[config.mk]
export PLATFORM = sky130hd
export DESIGN_NAME = mesi_snoop_responder_flat
export DESIGN_NICKNAME = d
export VERILOG_FILES = /design/src/rtl/mesi_snoop_responder_pkg.sv /design/src/rtl/mesi_snoop_responder_if.sv /design/src/rtl/mesi_snoop_responder_way_match.sv /design/src/rtl/mesi_snoop_responder.sv /design/src/flat_wrapper.sv
export SDC_FILE = /design/constraint.sdc
export NUM_CORES = 1
export LEC_CHECK = 0
export BUFFER_PORTS_ARGS = -buffer_cell sky130_fd_sc_hd__clkbuf_2
export CAP_MARGIN = 40
export CORE_UTILIZATION = 46
export DETAILED_ROUTE_END_ITERATION = 8
export MAX_ROUTING_LAYER = met4
export PLACE_DENSITY = 0.91
export SYNTH_ARGS = -nofsm -noshare
export SYNTH_HDL_FRONTEND = slang
export SYNTH_SLANG_ARGS = --single-unit
export TNS_END_PERCENT = 5
[constraint.sdc]
create_clock -name clk -period 2.85 [get_ports clk]
set_clock_uncertainty 0.05 [all_clocks]
set_input_delay 0.4275 -clock clk [delete_from_list [all_inputs] [get_ports clk]]
set_output_delay 0.4275 -clock clk [all_outputs]
set_load 0.02 [all_outputs]
[src/rtl/mesi_snoop_responder_pkg.sv]
// Shared cache definitions: MESI line states, snoop op/response codes and address fields.
// The state and op rules used by the snoop responder live here.
package mesi_snoop_responder_pkg;

  localparam int D_LINES   = 8;
  localparam int D_TAG_LEN = 12;
  localparam int INDEX     = 14;
  localparam int B_OFFSET  = 6;

  localparam int ADDR_W    = 32;
  localparam int TAG_MSB   = 31;
  localparam int TAG_LSB   = TAG_MSB - D_TAG_LEN + 1;
  localparam int INDEX_MSB = 19;
  localparam int INDEX_LSB = B_OFFSET;

  typedef enum logic [1:0] {
    M = 2'd0,
    E = 2'd1,
    S = 2'd2,
    I = 2'd3
  } states;

  typedef enum logic [1:0] {
    READ       = 2'd0,
    WRITE      = 2'd1,
    INVALIDATE = 2'd2,
    RWIM       = 2'd3
  } snoop_op_t;

  typedef enum logic [1:0] {
    HIT   = 2'd0,
    HITM  = 2'd1,
    NOHIT = 2'd2
  } snoop_rsp_t;

  // State a hit line moves to after another master's snoop.
  function automatic states snoop_next_state(snoop_op_t op, states cur);
    states nxt;
    nxt = cur;
    case (op)
      READ:             nxt = S;
      RWIM, INVALIDATE: nxt = I;
      default:          nxt = cur;
    endcase
    return nxt;
  endfunction

  function automatic logic snoop_illegal(snoop_op_t op, states cur);
    return (op == WRITE) || ((op == INVALIDATE) && ((cur == M) || (cur == E)));
  endfunction

endpackage

[src/rtl/mesi_snoop_responder_if.sv]
// Snoop bus: request, writeback and response handshakes between a bus master and the responder.
interface mesi_snoop_responder_if;
  import mesi_snoop_responder_pkg::*;

  logic        snp_valid;
  logic        snp_ready;
  snoop_op_t   snp_op;
  logic [31:0] snp_addr;

  logic        wb_valid;
  logic        wb_ready;
  logic [31:0] wb_addr;

  logic        rsp_valid;
  logic        rsp_ready;
  snoop_rsp_t  rsp_result;

  modport master (
    output snp_valid, snp_op, snp_addr, wb_ready, rsp_ready,
    input  snp_ready, wb_valid, wb_addr, rsp_valid, rsp_result
  );

  modport slave (
    input  snp_valid, snp_op, snp_addr, wb_ready, rsp_ready,
    output snp_ready, wb_valid, wb_addr, rsp_valid, rsp_result
  );

endinterface

[src/rtl/mesi_snoop_responder_way_match.sv]
// Combinational tag compare across the ways of one set; lowest matching valid way wins.
// Kept width-generic so a 4-way instruction-side lookup can reuse it.
module mesi_way_match
  import mesi_snoop_responder_pkg::*;
#(
  parameter int WAYS  = 8,
  parameter int TAG_W = 12
) (
  input  logic [TAG_W-1:0]      tag,
  input  logic [WAYS*TAG_W-1:0] way_tags,
  input  logic [WAYS*2-1:0]     way_states,
  output logic                  hit,
  output logic [2:0]            way,
  output states                 hit_state
);

  // Scan from the top way down so the lowest hit is the last one to overwrite.
  always_comb begin
    hit       = 1'b0;
    way       = '0;
    hit_state = I;
    for (int w = WAYS - 1; w >= 0; w--) begin
      if ((states'(way_states[w*2 +: 2]) != I) &&
          (way_tags[w*TAG_W +: TAG_W] == tag)) begin
        hit       = 1'b1;
        way       = 3'(w);
        hit_state = states'(way_states[w*2 +: 2]);
      end
    end
  end

endmodule

[src/rtl/mesi_snoop_responder.sv]
// Bus-side MESI snoop responder: looks up a snooped line, writes back modified data,
// downgrades/invalidates the line and returns HIT/HITM/NOHIT.
module mesi_snoop_responder
  import mesi_snoop_responder_pkg::*;
#(
  parameter int D_LINES   = mesi_snoop_responder_pkg::D_LINES,
  parameter int D_TAG_LEN = mesi_snoop_responder_pkg::D_TAG_LEN,
  parameter int INDEX     = mesi_snoop_responder_pkg::INDEX,
  parameter int B_OFFSET  = mesi_snoop_responder_pkg::B_OFFSET,
  parameter int CNT_W     = 16
) (
  input  logic                         clk,
  input  logic                         rst_n,
  mesi_snoop_responder_if.slave        bus,
  output logic                         arr_rd_en,
  output logic [INDEX-1:0]             arr_rd_idx,
  input  logic [D_LINES*D_TAG_LEN-1:0] arr_rd_tags,
  input  logic [D_LINES*2-1:0]         arr_rd_states,
  output logic                         arr_wr_en,
  output logic [INDEX-1:0]             arr_wr_idx,
  output logic [2:0]                   arr_wr_way,
  output states                        arr_wr_state,
  output logic                         protocol_err,
  output logic [CNT_W-1:0]             hit_cnt,
  output logic [CNT_W-1:0]             hitm_cnt
);

  typedef enum logic [2:0] {
    IDLE = 3'd0,
    RD   = 3'd1,
    CMP  = 3'd2,
    WB   = 3'd3,
    UPD  = 3'd4,
    RESP = 3'd5
  } fsm_t;

  fsm_t                 state_q, state_d;
  snoop_op_t            op_q;
  logic [D_TAG_LEN-1:0] tag_q;
  logic [INDEX-1:0]     idx_q;
  logic [2:0]           way_q;
  states                old_q;
  states                new_q;
  snoop_rsp_t           rsp_q;
  logic                 err_q;
  logic [CNT_W-1:0]     hit_cnt_q;
  logic [CNT_W-1:0]     hitm_cnt_q;

  logic                 m_hit;
  logic [2:0]           m_way;
  states                m_state;
  logic                 need_wb;
  logic                 unused_offset;

  assign unused_offset = ^bus.snp_addr[B_OFFSET-1:0];

  mesi_way_match #(
    .WAYS  (D_LINES),
    .TAG_W (D_TAG_LEN)
  ) u_way_match (
    .tag        (tag_q),
    .way_tags   (arr_rd_tags),
    .way_states (arr_rd_states),
    .hit        (m_hit),
    .way        (m_way),
    .hit_state  (m_state)
  );

  // Only a modified line that the other master will read or own needs its data flushed.
  assign need_wb = m_hit && (m_state == M) && ((op_q == READ) || (op_q == RWIM));

  always_ff @(posedge clk or negedge rst_n) begin
    if (!rst_n) begin
      state_q <= IDLE;
    end else begin
      state_q <= state_d;
    end
  end

  always_comb begin
    state_d        = state_q;
    bus.snp_ready  = 1'b0;
    bus.wb_valid   = 1'b0;
    bus.rsp_valid  = 1'b0;
    arr_rd_en      = 1'b0;
    arr_wr_en      = 1'b0;
    case (state_q)
      IDLE: begin
        bus.snp_ready = 1'b1;
        if (bus.snp_valid) state_d = RD;
      end
      RD: begin
        arr_rd_en = 1'b1;
        state_d   = CMP;
      end
      CMP: begin
        state_d = need_wb ? WB : UPD;
      end
      WB: begin
        bus.wb_valid = 1'b1;
        if (bus.wb_ready) state_d = UPD;
      end
      UPD: begin
        arr_wr_en = (new_q != old_q);
        state_d   = RESP;
      end
      RESP: begin
        bus.rsp_valid = 1'b1;
        if (bus.rsp_ready) state_d = IDLE;
      end
      default: state_d = IDLE;
    endcase
  end

  // Request capture, lookup result and sticky error; a miss keeps old == new so nothing is written.
  always_ff @(posedge clk or negedge rst_n) begin
    if (!rst_n) begin
      op_q  <= READ;
      tag_q <= '0;
      idx_q <= '0;
      way_q <= '0;
      old_q <= I;
      new_q <= I;
      rsp_q <= NOHIT;
      err_q <= 1'b0;
    end else begin
      if ((state_q == IDLE) && bus.snp_valid) begin
        op_q  <= bus.snp_op;
        tag_q <= bus.snp_addr[TAG_MSB -: D_TAG_LEN];
        idx_q <= bus.snp_addr[B_OFFSET +: INDEX];
      end
      if (state_q == CMP) begin
        way_q <= m_way;
        old_q <= m_state;
        new_q <= m_hit ? snoop_next_state(op_q, m_state) : m_state;
        if (!m_hit) begin
          rsp_q <= NOHIT;
        end else if (m_state == M) begin
          rsp_q <= HITM;
        end else begin
          rsp_q <= HIT;
        end
        if (m_hit && snoop_illegal(op_q, m_state)) err_q <= 1'b1;
      end
    end
  end

  always_ff @(posedge clk or negedge rst_n) begin
    if (!rst_n) begin
      hit_cnt_q  <= '0;
      hitm_cnt_q <= '0;
    end else if ((state_q == RESP) && bus.rsp_ready) begin
      if ((rsp_q == HIT) && (hit_cnt_q != '1))   hit_cnt_q  <= hit_cnt_q + 1'b1;
      if ((rsp_q == HITM) && (hitm_cnt_q != '1)) hitm_cnt_q <= hitm_cnt_q + 1'b1;
    end
  end

  assign arr_rd_idx     = idx_q;
  assign arr_wr_idx     = idx_q;
  assign arr_wr_way     = way_q;
  assign arr_wr_state   = new_q;
  assign bus.wb_addr    = {tag_q, idx_q, {B_OFFSET{1'b0}}};
  assign bus.rsp_result = rsp_q;
  assign protocol_err   = err_q;
  assign hit_cnt        = hit_cnt_q;
  assign hitm_cnt       = hitm_cnt_q;

endmodule
[src/flat_wrapper.sv]
// flat-port wrapper written by rule: the top's interface ports become plain ports
module mesi_snoop_responder_flat import mesi_snoop_responder_pkg::*;
#(
  parameter int D_LINES   = mesi_snoop_responder_pkg::D_LINES,
  parameter int D_TAG_LEN = mesi_snoop_responder_pkg::D_TAG_LEN,
  parameter int INDEX     = mesi_snoop_responder_pkg::INDEX,
  parameter int B_OFFSET  = mesi_snoop_responder_pkg::B_OFFSET,
  parameter int CNT_W     = 16
)
  (clk, rst_n, arr_rd_en, arr_rd_idx, arr_rd_tags, arr_rd_states, arr_wr_en, arr_wr_idx, arr_wr_way, arr_wr_state, protocol_err, hit_cnt, hitm_cnt, bus_snp_valid, bus_snp_op, bus_snp_addr, bus_wb_ready, bus_rsp_ready, bus_snp_ready, bus_wb_valid, bus_wb_addr, bus_rsp_valid, bus_rsp_result);
  mesi_snoop_responder_if bus_i ();
  input  logic clk;
  input  logic rst_n;
  output logic arr_rd_en;
  output logic [INDEX-1:0] arr_rd_idx;
  input  logic [D_LINES*D_TAG_LEN-1:0] arr_rd_tags;
  input  logic [D_LINES*2-1:0] arr_rd_states;
  output logic arr_wr_en;
  output logic [INDEX-1:0] arr_wr_idx;
  output logic [2:0] arr_wr_way;
  output states arr_wr_state;
  output logic protocol_err;
  output logic [CNT_W-1:0] hit_cnt;
  output logic [CNT_W-1:0] hitm_cnt;
  input wire logic [$bits(bus_i.snp_valid)-1:0] bus_snp_valid;
  input wire logic [$bits(bus_i.snp_op)-1:0] bus_snp_op;
  input wire logic [$bits(bus_i.snp_addr)-1:0] bus_snp_addr;
  input wire logic [$bits(bus_i.wb_ready)-1:0] bus_wb_ready;
  input wire logic [$bits(bus_i.rsp_ready)-1:0] bus_rsp_ready;
  output wire logic [$bits(bus_i.snp_ready)-1:0] bus_snp_ready;
  output wire logic [$bits(bus_i.wb_valid)-1:0] bus_wb_valid;
  output wire logic [$bits(bus_i.wb_addr)-1:0] bus_wb_addr;
  output wire logic [$bits(bus_i.rsp_valid)-1:0] bus_rsp_valid;
  output wire logic [$bits(bus_i.rsp_result)-1:0] bus_rsp_result;
  assign bus_i.snp_valid = bus_snp_valid;
  assign bus_i.snp_op = bus_snp_op;
  assign bus_i.snp_addr = bus_snp_addr;
  assign bus_i.wb_ready = bus_wb_ready;
  assign bus_i.rsp_ready = bus_rsp_ready;
  assign bus_snp_ready = bus_i.snp_ready;
  assign bus_wb_valid = bus_i.wb_valid;
  assign bus_wb_addr = bus_i.wb_addr;
  assign bus_rsp_valid = bus_i.rsp_valid;
  assign bus_rsp_result = bus_i.rsp_result;
  mesi_snoop_responder #(.D_LINES(D_LINES), .D_TAG_LEN(D_TAG_LEN), .INDEX(INDEX), .B_OFFSET(B_OFFSET), .CNT_W(CNT_W)) u_core (.clk(clk), .rst_n(rst_n), .bus(bus_i), .arr_rd_en(arr_rd_en), .arr_rd_idx(arr_rd_idx), .arr_rd_tags(arr_rd_tags), .arr_rd_states(arr_rd_states), .arr_wr_en(arr_wr_en), .arr_wr_idx(arr_wr_idx), .arr_wr_way(arr_wr_way), .arr_wr_state(arr_wr_state), .protocol_err(protocol_err), .hit_cnt(hit_cnt), .hitm_cnt(hitm_cnt));
endmodule
==> results.py, run 1 <==
metrics = {
    "clocking": {
        "clkLatencyLatePin_ps": 350,
        "htree_levels": 3,
        "clk_pin_slew_ps": 80,
        "cts_root_buf": "clkbuf_8",
        "cts.sinks": 73,
        "cts_buffers": 9,
        "clockBufferDepth": 2,
        "cts_tree": "done",
    },
    "synthesis": {
        "yosys.cell_types.count": 56,
        "syn_avg_cell_area_um2": 10.2,
        "ys_ff_latch": 73,
        "yosysTopAreaCellShare_pct": 34.8,
        "ys.warnings.count": 0,
        "synth_top_family_by_area": "XOR/XNOR gates",
        "synth_top_flop_cell": "dfrtp_1",
        "synth_area_leader_cell": "dfrtp_1",
        "synthTopCellsByArea": "dfrtp_1 35%, xnor2_1 17%, mux2_2 6.2%, xor2_1 6.1%, buf_4 5.7%",
        "synth_mux_area_share_pct": 6.22,
        "synth_compound_area_share_pct": 7.33,
        "async_reset_ff_share_pct": 100,
        "synth-xor-area-share_pct": 23.1,
        "synth-simple-area-share_pct": 15.4,
        "synth_area_um2": 4880,
        "synthAdderAreaFrac_pct": 1.54,
        "synth_edf_count": 0,
        "yosysSeqAreaShare_pct": 37.5,
        "synthCells": 480,
    },
    "finish": {
        "final_common_cell": "clkbuf_2",
        "n_fill_cell": 868,
        "layout_common_cells": "242 x clkbuf_2, 93 x xnor2_1, 65 x dfrtp_1, 40 x nand2_1, 35 x buf_4",
        "final_cells": 863,
        "layout-drive-gt1-share_pct": 47.6,
        "diodes": 0,
        "fin_util_pct": 62.3,
        "nNetsFinal": 879,
        "synthToLayoutAreaGrowth_pct": 31.7,
    },
    "detailed_routing": {
        "vias_per_cell": 5.15,
        "vias": 4448,
        "drc": 0,
        "routed_wl_um": 13800,
        "drtAntennaViolNets": 0,
        "dr.pass1.iters": 4,
        "wl_per_cell_um": 16.0,
        "initialDrtViolationCount": 171,
    },
    "worst_setup_path": {
        "critPathCaptureType": "register",
        "critPathMaxFanout": 6,
        "crit_required_ps": 3040,
        "cp.arrival_ps": 3060,
        "worstSetupPathType": "reg2reg",
        "start_kind": "register",
    },
    "global_route": {
        "grt_max_degree": 43,
        "first_global_vias": 4434,
        "antenna_found_initial": 0,
        "grt_pass1_wl_um": 21600,
        "grt_overflow_total": 0,
        "grt_usage_pct": 25.9,
    },
    "placement": {
        "dp.cells": 842,
        "dp_hpwl_um": 11400,
        "place_congestion": 0.923,
        "port-buffer-count": 243,
        "post-place-ws_ps": -38.4,
    },
    "power": {
        "clkPwrFrac_pct": 15.6,
        "switching_share_pct": 44.4,
        "power_frac_comb_pct": 53.9,
        "cellLeakagePower_nw": 3.12,
        "pwr-share-seq_pct": 30.6,
        "intPower_mw": 3.20,
        "powerDensity_nw_per_um2": 895,
        "switchingPower_mw": 2.56,
        "peakVddDrop_uv": 664,
    },
    "die": {
        "die_h_um": 105,
        "ios": 256,
        "coreArea_um2": 10300,
        "dieArea_um2": 11000,
        "start_util_pct": 47.3,
        "rows": 37,
        "chipWidth_um": 105,
    },
    "timing": {
        "slew_headroom_pct": 60.1,
        "period_needed_ps": 2870,
        "rsz0062_at_grt": "true",
        "finalMaxSlewViolations": 0,
        "worst_slew_pin_slew_ps": 597,
        "setup_ws_ps": -19.3,
        "final.hold.worst_slack_ps": 241,
        "period_share_pct": 101,
        "setup_viol": 1,
        "hold_violations": 0,
        "max_freq_ghz": 0.349,
    },
    "flow_run": {
        "maxCapViolations": 0,
    },
    "hold_path": {
        "hold_path.class": "in2reg",
    },
    "outcome": {
        "status": "complete, but fails checks",
        "violations": "setup timing",
    },
}
-- what timing repair did --
item,CTS,global route
setup endpoints to repair,1,5
hold buffers,1,0
pin swaps,0,10
gates resized for setup,1,7
buffers inserted,0,4
endpoints found under the hold margin,26,0
-- cell type report --
cell class / count / area [um2] / share of cell area (%)
Inverter: 9 / 33.8 / 0.525
Tap cell: 136 / 170 / 2.64
Sequential cell: 73 / 1840 / 28.5
Clock inverter: 6 / 90.1 / 1.40
Multi-Input combinational cell: 349 / 2660 / 41.4
Timing Repair Buffer: 280 / 1520 / 23.5
Clock buffer: 10 / 128 / 1.98
-- final timing paths --
path / startpoint / endpoint / slack [ps] / cells after the start
hold reg to reg: u_core.arr_wr_way[2]$_DFFE_PN0N_ / u_core.arr_wr_way[2]$_DFFE_PN0N_ / 440 / 2
setup / recovery: u_core.tag_q[8]$_DFFE_PN0P_ / u_core.state_q[2]$_DFFE_PN0P_ / -20 / 9
setup reg to reg: u_core.tag_q[8]$_DFFE_PN0P_ / u_core.state_q[2]$_DFFE_PN0P_ / -20 / 9
min in group asynchronous: rst_n / u_core.hitm_cnt[5]$_DFFE_PN0P_ / 520 / 2
hold / removal: bus_snp_op[1] / u_core.op_q[1]$_DFFE_PN0P_ / 240 / 3
max in group asynchronous: rst_n / u_core.tag_q[10]$_DFFE_PN0P_ / 1650 / 3
-- per-stage QoR --
| step | total power, mW | setup TNS (ps) | area (um2) |
|---|---|---|---|
| 2_1_floorplan | 4.05 | 0 | 4900 |
| 3_3_place_gp | 4.74 | 0 | 6130 |
| 3_5_place_dp | 4.84 | -38.4 | 6150 |
| 4_1_cts | 5.75 | 0 | 6380 |
| 5_1_grt | 6.09 | -171 | 6430 |
| 6_report | 5.76 | -19.3 | 6430 |
-- power groups by stage --
stage	combinational, mW	sequential [mW]	clock, mW
after floorplan	2.20	1.85	0
after global placement	2.99	1.76	0
after detailed placement	3.06	1.78	0
after CTS	3.07	1.76	0.920
after global routing	3.32	1.81	0.960
final	3.10	1.76	0.896
-- synthesized netlist by cell type, types with 3 or more instances --
master    count
ha_1          6
dfrtp_1      68
a31oi_1       4
nand2_1      40
nor2_1       13
dfstp_2       5
a21oi_1       7
xnor2_1      93
nand4_1      26
buf_4        37
nor4_1        9
and4_1        3
buf_6         7
clkbuf_1      8
xor2_1       34
and3_1        4
mux2_2       27
inv_1         9
nor3_1        9
or3_1         3
nand3_1      15
and2_1        5
o21ai_0       7
-- sequential cells by signal (all words and copies together), names as in the netlist --
signal / flops
u_core.arr_rd_idx: 14
u_core.hit_cnt: 16
u_core.protocol_err: 1
u_core.op_q: 2
u_core.arr_wr_way: 3
u_core.state_q: 3
u_core.arr_wr_state: 2
u_core.tag_q: 12
u_core.bus.rsp_result: 2
u_core.old_q: 2
u_core.hitm_cnt: 16
-- metal layers --
| metal | track usage (%) | vias to the layer above | wire length, um |
|---|---|---|---|
| li1 | - | 2090 | - |
| met1 | 27.9 | 2108 | 5330 |
| met2 | 47.2 | 216 | 7330 |
| met3 | 4.05 | 34 | 721 |
| met4 | 10.6 | 0 | 390 |
| met5 | - | - | 0 |
-- critical path, stage by stage, from the launching register on --
cell      delay [ps]
dfrtp_2          460
buf_6            140
xor2_1           130
nor4_1           290
nand3_1          210
or3_1            420
a221o_2          370
a211oi_4         380
nand3_2          120
a31o_1           190
-- logic make-up after synthesis --
group / Yosys count
compound gates: 41
xor+xnor: 128
fa+ha+maj: 6
buf+inv: 63
flops: 73
mux: 27
other cells: 1
simple gates: 141
(Power assumes the default switching activity.)
==> run 2, diff against run 1 <==
--- a/config.mk
+++ b/config.mk
@@ -5,9 +5,10 @@
 export SDC_FILE = /design/constraint.sdc
 export NUM_CORES = 1
 export LEC_CHECK = 0
+export ABC_AREA = 1
 export BUFFER_PORTS_ARGS = -buffer_cell sky130_fd_sc_hd__clkbuf_2
 export CAP_MARGIN = 40
-export CORE_UTILIZATION = 46
+export CORE_UTILIZATION = 47
 export DETAILED_ROUTE_END_ITERATION = 8
 export MAX_ROUTING_LAYER = met4
 export PLACE_DENSITY = 0.91
==> constraint.sdc (replaced) <==
create_clock -name clk -period 3 [get_ports clk]
set_clock_uncertainty 0.05 [all_clocks]
set_input_delay 0.45 -clock clk [delete_from_list [all_inputs] [get_ports clk]]
set_output_delay 0.45 -clock clk [all_outputs]
set_load 0.02 [all_outputs]
==> run 2 against run 1 <==
The run now ends clean; setup slack gained 540 ps; sequential cell count stayed put; combinational power decreased by 14%; critical path type unchanged; critical endpoint is now u_core.state_q[0]$_DFFE_PN0P_; highest routed layer unchanged.
==> results.py, run 2 <==
metrics = {
    "worst_setup_path": {
        "start_kind": "register",
        "critPathMaxFanout": 10,
        "critPathCaptureType": "register",
        "r2r_setup_slack_ps": 520,
        "worstSetupPathType": "reg2reg",
        "cp.arrival_ps": 2690,
        "crit_required_ps": 3220,
    },
    "timing": {
        "period_share_pct": 82.6,
        "hold_violations": 0,
        "worst_slew_pin_slew_ps": 604,
        "slew_headroom_pct": 59.7,
        "rsz0062_at_grt": "false",
        "finalMaxSlewViolations": 0,
        "setup_viol": 0,
        "period_needed_ps": 2480,
        "fin_tns_setup_ps": 0,
        "max_freq_ghz": 0.404,
    },
    "detailed_routing": {
        "routed_wl_um": 14800,
        "initialDrtViolationCount": 257,
        "vias_per_cell": 4.86,
        "vias": 5147,
        "drtAntennaViolNets": 0,
        "dr.pass1.iters": 5,
        "drc": 0,
        "wl_per_cell_um": 14.0,
    },
    "placement": {
        "place_congestion": 0.959,
        "dp_hpwl_um": 12100,
        "port-buffer-count": 243,
        "place_area_um2": 6420,
    },
    "die": {
        "rows": 38,
        "ios": 256,
        "chipWidth_um": 108,
        "coreArea_um2": 10900,
        "start_util_pct": 48.6,
        "die_h_um": 108,
        "dieArea_um2": 11700,
    },
    "synthesis": {
        "yosys.cell_types.count": 46,
        "syn_avg_cell_area_um2": 7.60,
        "yosysSeqAreaShare_pct": 34.5,
        "synth_area_leader_cell": "dfrtp_1",
        "synthTopCellsByArea": "dfrtp_1 32%, nand2_1 11%, xnor2_1 7.3%, buf_4 6.2%, xor2_1 5.8%",
        "synthCells": 699,
        "async_reset_ff_share_pct": 100,
        "synth_top_cells_by_count": "162 x nand2_1, 81 x inv_1, 74 x nor2_1",
        "synth_top_flop_cell": "dfrtp_1",
        "ys_ff_latch": 73,
        "yosysMostFrequentCell": "nand2_1",
        "ys.warnings.count": 0,
        "synth_edf_count": 0,
        "yosysTopAreaCellShare_pct": 32.0,
        "synth_area_um2": 5310,
    },
    "clocking": {
        "cts_root_buf": "clkbuf_16",
        "cts.sinks": 73,
        "cts_tree": "done",
        "cts_post_setup_buffers_inserted": 0,
        "clk_pin_slew_ps": 60,
        "htree_levels": 3,
        "clkLatencyLatePin_ps": 330,
        "cts_buffers": 9,
        "ctsResizeCount": 0,
        "hold_buffers": 1,
        "clockBufferDepth": 2,
    },
    "finish": {
        "nNetsFinal": 1070,
        "diodes": 0,
        "layout_common_cells": "242 x clkbuf_2, 162 x nand2_1, 81 x inv_1, 74 x nor2_1, 68 x dfrtp_1",
        "layout-drive-gt1-share_pct": 35.0,
        "final_area_um2": 6730,
        "fin_util_pct": 61.5,
        "final_common_cell": "clkbuf_2",
        "synthToLayoutAreaGrowth_pct": 26.7,
    },
    "global_route": {
        "grt_usage_pct": 26.8,
        "grt_overflow_total": 0,
        "first_global_vias": 4820,
        "grt_pass1_wl_um": 23200,
        "antenna_found_initial": 0,
        "grt_max_degree": 58,
    },
    "outcome": {
        "status": "finished clean",
    },
    "hold_path": {
        "hold_path.class": "in2reg",
    },
    "power": {
        "powerDensity_nw_per_um2": 816,
        "cellLeakagePower_nw": 3.72,
        "peakVddDrop_uv": 587,
    },
    "flow_run": {
        "maxCapViolations": 0,
    },
}
==> run 2: final timing paths <==
check                                                 start                              endpoint  depth (start not counted)
worst max-delay path            u_core.tag_q[4]$_DFFE_PN0P_         u_core.state_q[0]$_DFFE_PN0P_                         20
worst min-delay path                       bus_snp_addr[16]     u_core.arr_rd_idx[10]$_DFFE_PN0P_                          2
worst max register to register  u_core.tag_q[4]$_DFFE_PN0P_         u_core.state_q[0]$_DFFE_PN0P_                         20
worst min register to register  u_core.old_q[1]$_DFFE_PN1N_           u_core.old_q[1]$_DFFE_PN1N_                          2
max in group asynchronous                             rst_n  u_core.bus.rsp_result[1]$_DFFE_PN1N_                          3
min in group asynchronous                             rst_n      u_core.arr_rd_idx[6]$_DFFE_PN0P_                          2
==> run 2: area by class of cell <==
| type | instances | area, um2 |
|---|---|---|
| Inverter | 88 | 330 |
| Tap cell | 140 | 175 |
| Clock buffer | 9 | 225 |
| Clock inverter | 7 | 77.6 |
| Timing Repair Buffer | 249 | 1290 |
| Sequential cell | 73 | 1830 |
| Fill cell | 974 | 4210 |
| Multi-Input combinational cell | 492 | 2800 |
==> run 2: kinds of logic after synthesis <==
family / count (synthesis) / synth area share [%]
and+or+nand+nor: 324 / 27.8
buffers and inverters: 139 / 13.1
muxes: 15 / 3.18
AOI/OAI and AO/OA: 62 / 6.88
xor gates and xnor gates: 79 / 13.0
other: 1 / 0.0706
DFF: 73 / 34.5
adders and majority gates: 6 / 1.41
==> run 2: power breakdown <==
group          internal (mW)  switching, mW  total, mW
combinational           1.02           1.64       2.66
clock                  0.651          0.433       1.08
sequential              1.27          0.479       1.75
==> run 2: per-stage QoR <==
stage	total power [mW]	worst slack (ps)	cells	hold WS, ps
4_1_cts	5.53	523	1058	297
2_1_floorplan	3.81	957	704	104
3_3_place_gp	4.35	605	1040	408
5_1_grt	5.92	215	1058	289
6_report	5.49	523	1058	303
3_5_place_dp	4.42	553	1041	285
==> run 2: critical path: stages, from the launching register on <==
cell and delay [ps]:
dfrtp_1 710, inv_1 160, nand2_1 100, nand2_1 50
nor2_1 110, nand2_1 60, nor2_1 130, nand2_1 140
nand2_1 100, inv_1 40, nand2_1 60, nand2_1 60
nand2_1 70, nand2_1 60, nand2_2 90, nand2_4 70
nor2_4 100, nand3_2 80, nand2_1 60, nand2_1 40
nand2_1 50
==> run 2: metal layers <==
| layer | part of all wire, % | up-vias | global-route usage, % |
|---|---|---|---|
| li1 | - | 2582 | - |
| met5 | 0 | - | - |
| met2 | 48 | 231 | 42.8 |
| met3 | 7.4 | 20 | 5.36 |
| met1 | 43 | 2314 | 34.2 |
| met4 | 1.7 | 0 | 8.78 |
